===== config.mk =====
export PLATFORM = sky130hd
export DESIGN_NAME = line_burst_adaptor
export DESIGN_NICKNAME = d
export VERILOG_FILES = /design/src/rtl/line_burst_adaptor.sv
export SDC_FILE = /design/constraint.sdc
export NUM_CORES = 1
export LEC_CHECK = 0
export ABC_AREA = 1
export ABC_CLOCK_PERIOD_IN_PS = 4840
export CORE_MARGIN = 1
export CORE_UTILIZATION = 30
export DETAILED_ROUTE_END_ITERATION = 7
export DONT_BUFFER_PORTS = 1
export PLACE_DENSITY = 0.53
export REMOVE_ABC_BUFFERS = 1
export SLEW_MARGIN = 15
export SYNTH_ARGS = -nofsm -noshare
export SYNTH_HDL_FRONTEND = slang
export SYNTH_SLANG_ARGS = --single-unit

===== constraint.sdc =====
create_clock -name clk -period 4.84 [get_ports clk]
set_clock_uncertainty 0.1 [all_clocks]
set_input_delay 0.484 -clock clk [delete_from_list [all_inputs] [get_ports clk]]
set_output_delay 0.484 -clock clk [all_outputs]
set_load 0.005 [all_outputs]

===== src/rtl/line_burst_adaptor.sv =====
// line_burst_adaptor
//
// Turns one 256-bit line transaction from the cache arbiter into a 64-bit,
// four-beat burst on the memory bus.
// - Line reads are assembled beat by beat into rbuf.
// - Line writes are sent out from a copy of the line latched at request time.
// - Completion is reported to the arbiter as a single-cycle resp_o pulse.
//
// Handshake:
// - Arbiter side: read_i/write_i are levels held until resp_o. They are
//   sampled only in IDLE, so a request still high during the resp_o cycle
//   does not start a second transfer.
// - Memory side: read_o/write_o stay high for the whole burst. Each cycle in
//   which resp_i is high transfers exactly one beat. Beat 0 is line bits
//   [63:0] and beat 3 is line bits [255:192].
//
// Ports:
//   clk        system clock, rising edge
//   rst        asynchronous active-low reset
//   line_i     write line from arbiter
//   address_i  line address from arbiter
//   read_i     line read request
//   write_i    line write request (takes priority over read_i)
//   line_o     assembled read line (always rbuf)
//   resp_o     one-cycle completion pulse
//   burst_i    read beat from memory
//   burst_o    write beat to memory (0 outside WRITE)
//   address_o  line-aligned burst address
//   read_o     burst read request
//   write_o    burst write request
//   resp_i     memory beat strobe
//   dbg_state  current FSM state, for checkers

module line_burst_adaptor (
  input  logic         clk,
  input  logic         rst,
  input  logic [255:0] line_i,
  input  logic [31:0]  address_i,
  input  logic         read_i,
  input  logic         write_i,
  output logic [255:0] line_o,
  output logic         resp_o,
  input  logic [63:0]  burst_i,
  output logic [63:0]  burst_o,
  output logic [31:0]  address_o,
  output logic         read_o,
  output logic         write_o,
  input  logic         resp_i,
  output logic [1:0]   dbg_state
);

  typedef enum logic [1:0] {
    S_IDLE  = 2'd0,
    S_READ  = 2'd1,
    S_WRITE = 2'd2,
    S_DONE  = 2'd3
  } state_t;

  state_t         state;
  logic [1:0]     cnt;
  logic [1:0]     cnt_nxt;
  logic [255:0]   rbuf;
  logic [255:0]   wbuf;
  logic [31:0]    abuf;

  assign cnt_nxt   = cnt + 2'd1;
  assign line_o    = rbuf;
  assign address_o = abuf;
  assign dbg_state = state;

  always_ff @(posedge clk or negedge rst) begin
    if (!rst) begin
      state   <= S_IDLE;
      cnt     <= 2'd0;
      rbuf    <= '0;
      wbuf    <= '0;
      abuf    <= '0;
      burst_o <= '0;
      read_o  <= 1'b0;
      write_o <= 1'b0;
      resp_o  <= 1'b0;
    end else begin
      case (state)
        S_IDLE: begin
          resp_o <= 1'b0;
          if (write_i) begin
            wbuf    <= line_i;
            abuf    <= {address_i[31:5], 5'b0};
            cnt     <= 2'd0;
            // Beat 0 must be on the bus in the same cycle write_o rises.
            burst_o <= line_i[63:0];
            write_o <= 1'b1;
            state   <= S_WRITE;
          end else if (read_i) begin
            abuf    <= {address_i[31:5], 5'b0};
            cnt     <= 2'd0;
            read_o  <= 1'b1;
            state   <= S_READ;
          end
        end

        S_READ: begin
          if (resp_i) begin
            rbuf[{cnt, 6'd0} +: 64] <= burst_i;
            if (cnt == 2'd3) begin
              // Clear explicitly rather than letting the 2-bit counter wrap.
              cnt    <= 2'd0;
              read_o <= 1'b0;
              resp_o <= 1'b1;
              state  <= S_DONE;
            end else begin
              cnt <= cnt_nxt;
            end
          end
        end

        S_WRITE: begin
          if (resp_i) begin
            if (cnt == 2'd3) begin
              cnt     <= 2'd0;
              burst_o <= '0;
              write_o <= 1'b0;
              resp_o  <= 1'b1;
              state   <= S_DONE;
            end else begin
              // Present the next beat. It stays on the bus until accepted.
              cnt     <= cnt_nxt;
              burst_o <= wbuf[{cnt_nxt, 6'd0} +: 64];
            end
          end
        end

        S_DONE: begin
          resp_o <= 1'b0;
          state  <= S_IDLE;
        end

        default: begin
          state <= S_IDLE;
        end
      endcase
    end
  end

endmodule


### After elaboration in Yosys (flattened, before gate mapping)

Index checks and enable logic that the tools add are counted.

| word-level totals | value |
|---|---|
| register bits after elaboration | 615 |
| output and inout port bits | 357 |

| cells by class | value |
|---|---|
| add/sub/neg operators | 2 |
| eq/ne operators | 14 |
| shifts and indexed selects | 3 |
| mux-type cells | 27 |
| reductions and logical operators | 16 |

Operators with widths:

| operator | number |
|---|---|
| 256-bit bitwise mux | 1 |
| 64-bit by 10-bit variable shift with 256-bit output, first input constant | 1 |
| 256-bit by 9-bit indexed part select with 64-bit output | 1 |
| 64-bit by 10-bit indexed part select with 256-bit output | 1 |
| 64-bit 2-to-1 mux | 3 |
| 64-bit one-hot mux with 2 select lines | 1 |
| 32-bit 2-to-1 mux | 2 |
| 2-bit 2-to-1 mux | 8 |
| 2-bit != test, second input constant | 7 |
| 8-bit negation with 10-bit output | 1 |
| 3-bit AND reduction | 3 |
| 2-bit AND reduction | 4 |
| 2-bit nonzero test | 4 |
| 1-bit 2-to-1 mux | 7 |
| 2-bit equality test, second input constant | 3 |
| 1-bit one-hot mux with 2 select lines | 3 |
| 2-bit one-hot mux with 3 select lines | 1 |
| 5-bit AND reduction | 1 |
| 2-bit by 1-bit != test with 1-bit output, second input constant | 2 |
| 2-bit one-hot mux with 2 select lines | 1 |
| 4-bit AND reduction | 1 |
| 2-bit OR reduction | 2 |
| 3-bit != test, second input constant | 1 |
| 2-bit by 1-bit adder with 2-bit output, second input constant | 1 |
| other kinds (2) | 2 |

### Longest topological paths before layout

| logic depth | value |
|---|---|
| depth after elaboration | 5 |
| depth in mapped cells | 13 |

### Worst setup path before layout

Ideal clock, no wire load.

| timing path | value |
|---|---|
| path kind | flip-flop to flip-flop |
| start point | register cnt[0] |
| end point | register rbuf[88], in the netlist line_o[88] |
| setup time | 0.130 ns |
| arrival time | 2.056 ns |
| data required time | 4.610 ns |
| slack | 2.553 ns |
| stages on the path, launching flop included | 12 |
| buffers on the path | 5 |
| path through | dfrtp_1 > clkbuf_2 > inv_2 > buf_4 > buf_2 > ha_1 > buf_4 > inv_2 > nor2_1 > nand3_2 > clkbuf_1 > o21ai_1 |

| on the way | value |
|---|---|
| longest elaborated chain between the ends | 3 |
| elaborated cells between the ends (all ways) | 4 |
| those cells by class | add/sub (1); shift (2); mux (1) |

RTL lines:

| item | RTL line | RTL |
|---|---|---|
| start, declared | 60 | `logic [1:0] cnt;` |
| start signal, assigned | 112 | `cnt <= cnt_nxt;` |
| start signal, assigned | 127 | `cnt <= cnt_nxt;` |
| 8-bit negation with 10-bit output * | 104 | `rbuf[{cnt, 6'd0} +: 64] <= burst_i;` |
| 64-bit by 10-bit indexed part select with 256-bit output / 64-bit by 10-bit variable shift with 256-bit output (equally long branches) | 104 |  |
| 256-bit bitwise mux * | 104 |  |
| end signal, assigned by index | 104 |  |
| end, declared | 62 | `logic [255:0] rbuf;` |

Every way passes the cells marked *; elsewhere a longest branch is shown, timed or not.
A chain may end at the register's enable or synchronous reset.

### Worst setup path after layout

| timing path | value |
|---|---|
| start point | register state[1], in the netlist dbg_state[1] |
| end point | register rbuf[183], in the netlist line_o[183] |

| on the way | value |
|---|---|
| longest elaborated chain between the ends | 2 |

RTL lines:

| item | RTL line | RTL |
|---|---|---|
| start, declared | 59 | `state_t state;` |
| start signal, assigned | 73 | `state <= S_IDLE;` |
| start signal, assigned | 93 | `state <= S_WRITE;` |
| start signal, assigned | 98 | `state <= S_READ;` |
| 2-bit by 1-bit equality test with 1-bit output | 83 | `case (state)` |
| 2-bit AND reduction (no source line) | n/a |  |

Every way passes these cells.

==> summary.txt <==
Outcome
  • Outcome: finished with violations
  • Failing checks: negative hold slack, max-slew violations

Clocking
  • Post-CTS Setup Inserts: 0
  • H-Tree Depth: 3
  • Reg clk slew, reported paths: about 0.060 ns
  • CTS tree: built
  • Inserted Clock Buffers: 72
  • CTS Buffer Depth: 3
  • Clk sinks: 610
  • Worst-skew pair later-pin latency: 0.60 ns
  • Post-CTS Hold Buffers: 348
  • Root Buffer: clkbuf_16
  • PostCTS Resize Cnt: 0

Finish
  • Non-Filler Instances: approximately 4400
  • Final #Nets: ~3600
  • FF/Latch Area: 0.0153 sq mm
  • Synth-to-Final Area Change: 26.0%
  • Multi-input logic area: 0.00909 sq mm
  • Design area: 0.0332 sq mm
  • Layout fillers: slightly below 9000
  • Share of layout cells above drive strength 1: 0.0749
  • Final Util: 0.382

Routing
  • Routed wire length: 89.6 mm
  • Vias per cell: between 4 and 5
  • DRC: 0
  • Highest Signal Layer: met5
  • Met3 wire len: between 7 and 8 mm
  • Met2 WL post-DR: about 42 mm
  • Met1 wire length: approximately 37 mm
  • Initial drt markers: ~1400
  • Drt first pass iters: 6
  • DRT antenna net count: 0
  • Vias: 21600
  • WL/cell: 20.2 microns

Logic synthesis
  • Synth warnings: 0
  • Async set or reset register ratio after synthesis: 1.00
  • Synth cell types: 27
  • Cells after Synth: 2971
  • Synth Cell Area: approximately 0.026 sq mm
  • Sequential area share after synthesis: 0.580
  • Synthesized flop and latch total: between 600 and 700
  • Top FF cell, synth: dfrtp_1
  • EDFF count, synth: 0
  • Average size of a mapped cell: 8.87 sq um

Pwr
  • PwrDens: around 640 mW/mm^2
  • Peak VDD IR: 0.324 mV
  • LEAKAGE: 15.4 nW
  • Pwr Total: about 21 mW

STA
  • Setup ws final: 1.43 ns
  • Final setup viols: 0
  • Min Tclk post-route: between 3 and 4 ns
  • Fmax: 0.293 GHz
  • Final Hold Slack: -0.512 ns
  • Setup TNS: 0 ns
  • RSZ-0062 raised after global routing: no
  • Final period utilization: 0.705
  • Fin. max-slew vios: 63
  • Relative slew slack: -0.0379
  • Fin. Hold Viols: 610
  • Slew at the pin closest to its max-slew limit: 1.56 ns

Placed design
  • Final HPWL DP: 56.3 mm
  • GP Congestion: approximately 0.84
  • IO Port Bufs: 0
  • Dpl ws: 1.37 ns
  • Placed Cells: 3955
  • Placed cell area: 0.0272 sq mm

Worst setup path
  • Worst EP arrival: 3.81 ns
  • Crit path max fanout: between 60 and 70
  • Slowest CP cell: nand3_1
  • Top delay family on crit path: simple AND/OR/NAND/NOR gates
  • Worst endpoint required time: 5.24 ns
  • Crit path largest cell delay: 0.62 ns
  • CP Capture Type: register
  • Cell chain of the critical path: inv_1 > ha_1 > nand2_4 > inv_2 > nand2_4 > inv_2 > nand3_1 > o21ai_0
  • Kind of critical path: reg2reg
  • Worst path buffer plus inverter count: 3
  • Crit start category: register

Global routing
  • Global route overflow: 0
  • Global-route wire length before repair: around 140 mm
  • Initial antenna violation count: 4
  • GRT Util Overall: 0.197
  • Largest net degree at the start of global routing: 611
  • Vias in the first global route: 21900

Flow run
  • Max_cap viols: 0

Die
  • Die area: around 0.089 sq mm
  • Row count: between 100 and 150
  • Die width: 298 microns
  • Core footprint: 0.0869 sq mm
  • Die Y: 298 microns
  • Number of I/O pins: a little over 700
  • Initial Util: 0.303

Min path
  • Worst hold-check path type: in2async
-- kinds of logic after synthesis --
group / after synthesis / synth area share
buffers and inverters: 517 / 0.0792
DFF: 610 / 0.580
and+or+nand+nor: 942 / 0.139
other: 1 / 0.000142
muxes: 83 / 0.0355
adders and majority gates: 10 / 0.00475
AOI/OAI and AO/OA: 808 / 0.162
-- state kept, by name, summed over array words and instances, names as in the netlist --
signal     cells
address_o     27
burst_o       64
resp_o         1
cnt            2
read_o         1
write_o        1
line_o       256
dbg_state      2
wbuf         256
-- cell usage in the layout (no fill, tap or decap), types with 9 or more instances in the layout --
master and n:
o21ai_1 81, o21ai_0 426, dlygate4sd3_1 348, ha_1 9, o211ai_1 38, dfrtp_1 609
o31ai_1 48, a21oi_1 214, mux2_2 78, nor2_1 203, clkbuf_8 14, buf_4 29
nand3_1 56, nand2_1 669, inv_1 301, clkbuf_1 12, clkbuf_16 74
-- report_power, final --
group	switching [mW]	internal, mW	leakage, nW
sequential	1.41	7.10	7.65
clock	2.22	3.45	1.20
combinational	4.71	2.45	6.58
-- Yosys cell counts, types with 2 or more instances --
library cell | n | area [sq um]
a21oi_1 | 214 | 1070
o211ai_1 | 38 | 285
mux2_1 | 5 | 56.3
clkinv_1 | 2 | 7.51
o31ai_1 | 48 | 360
nand3_2 | 2 | 20.0
inv_2 | 7 | 26.3
o21ai_0 | 427 | 2140
nor2_1 | 204 | 766
mux2_2 | 78 | 878
buf_1 | 11 | 41.3
clkbuf_1 | 107 | 402
nand2_1 | 670 | 2510
inv_1 | 301 | 1130
ha_1 | 10 | 125
nand2_2 | 5 | 31.3
buf_4 | 11 | 82.6
o21ai_1 | 81 | 405
nand3_1 | 58 | 290
buf_2 | 76 | 380
dfrtp_1 | 610 | 15300
-- final cells by class --
type | count | share of cell area
clock buffer | 100 | 0.0629
timing repair buffer | 380 | 0.113
clock inverter | 21 | 0.0111
sequential | 610 | 0.460
multi-input combinational | 1848 | 0.274
tap | 1155 | 0.0435
inverter | 310 | 0.0352
antenna | 3 | 0.000226
-- worst paths after layout --
check,from,depth (start not counted),end,slack [ns]
setup / recovery,dbg_state[1]$_DFFE_PN0P_,8,line_o[183]$_DFFE_PN0P_,1.43
setup reg to reg,dbg_state[1]$_DFFE_PN0P_,8,line_o[183]$_DFFE_PN0P_,1.43
min in group clk,burst_i[8],2,line_o[72]$_DFFE_PN0P_,0.04
hold reg to reg,wbuf[0]$_DFFE_PN0P_,2,wbuf[0]$_DFFE_PN0P_,0.38
max in group asynchronous,rst,0,line_o[22]$_DFFE_PN0P_,3.90
hold / removal,rst,0,wbuf[102]$_DFFE_PN0P_,-0.51
-- metal layers --
layer / track usage / vias up
met5: 0 / -
met4: 0.0701 / 4
met3: 0.0586 / 154
met2: 0.328 / 807
met1: 0.243 / 10500
li1: - / 10100
Power figures use the tool's default switching activity.
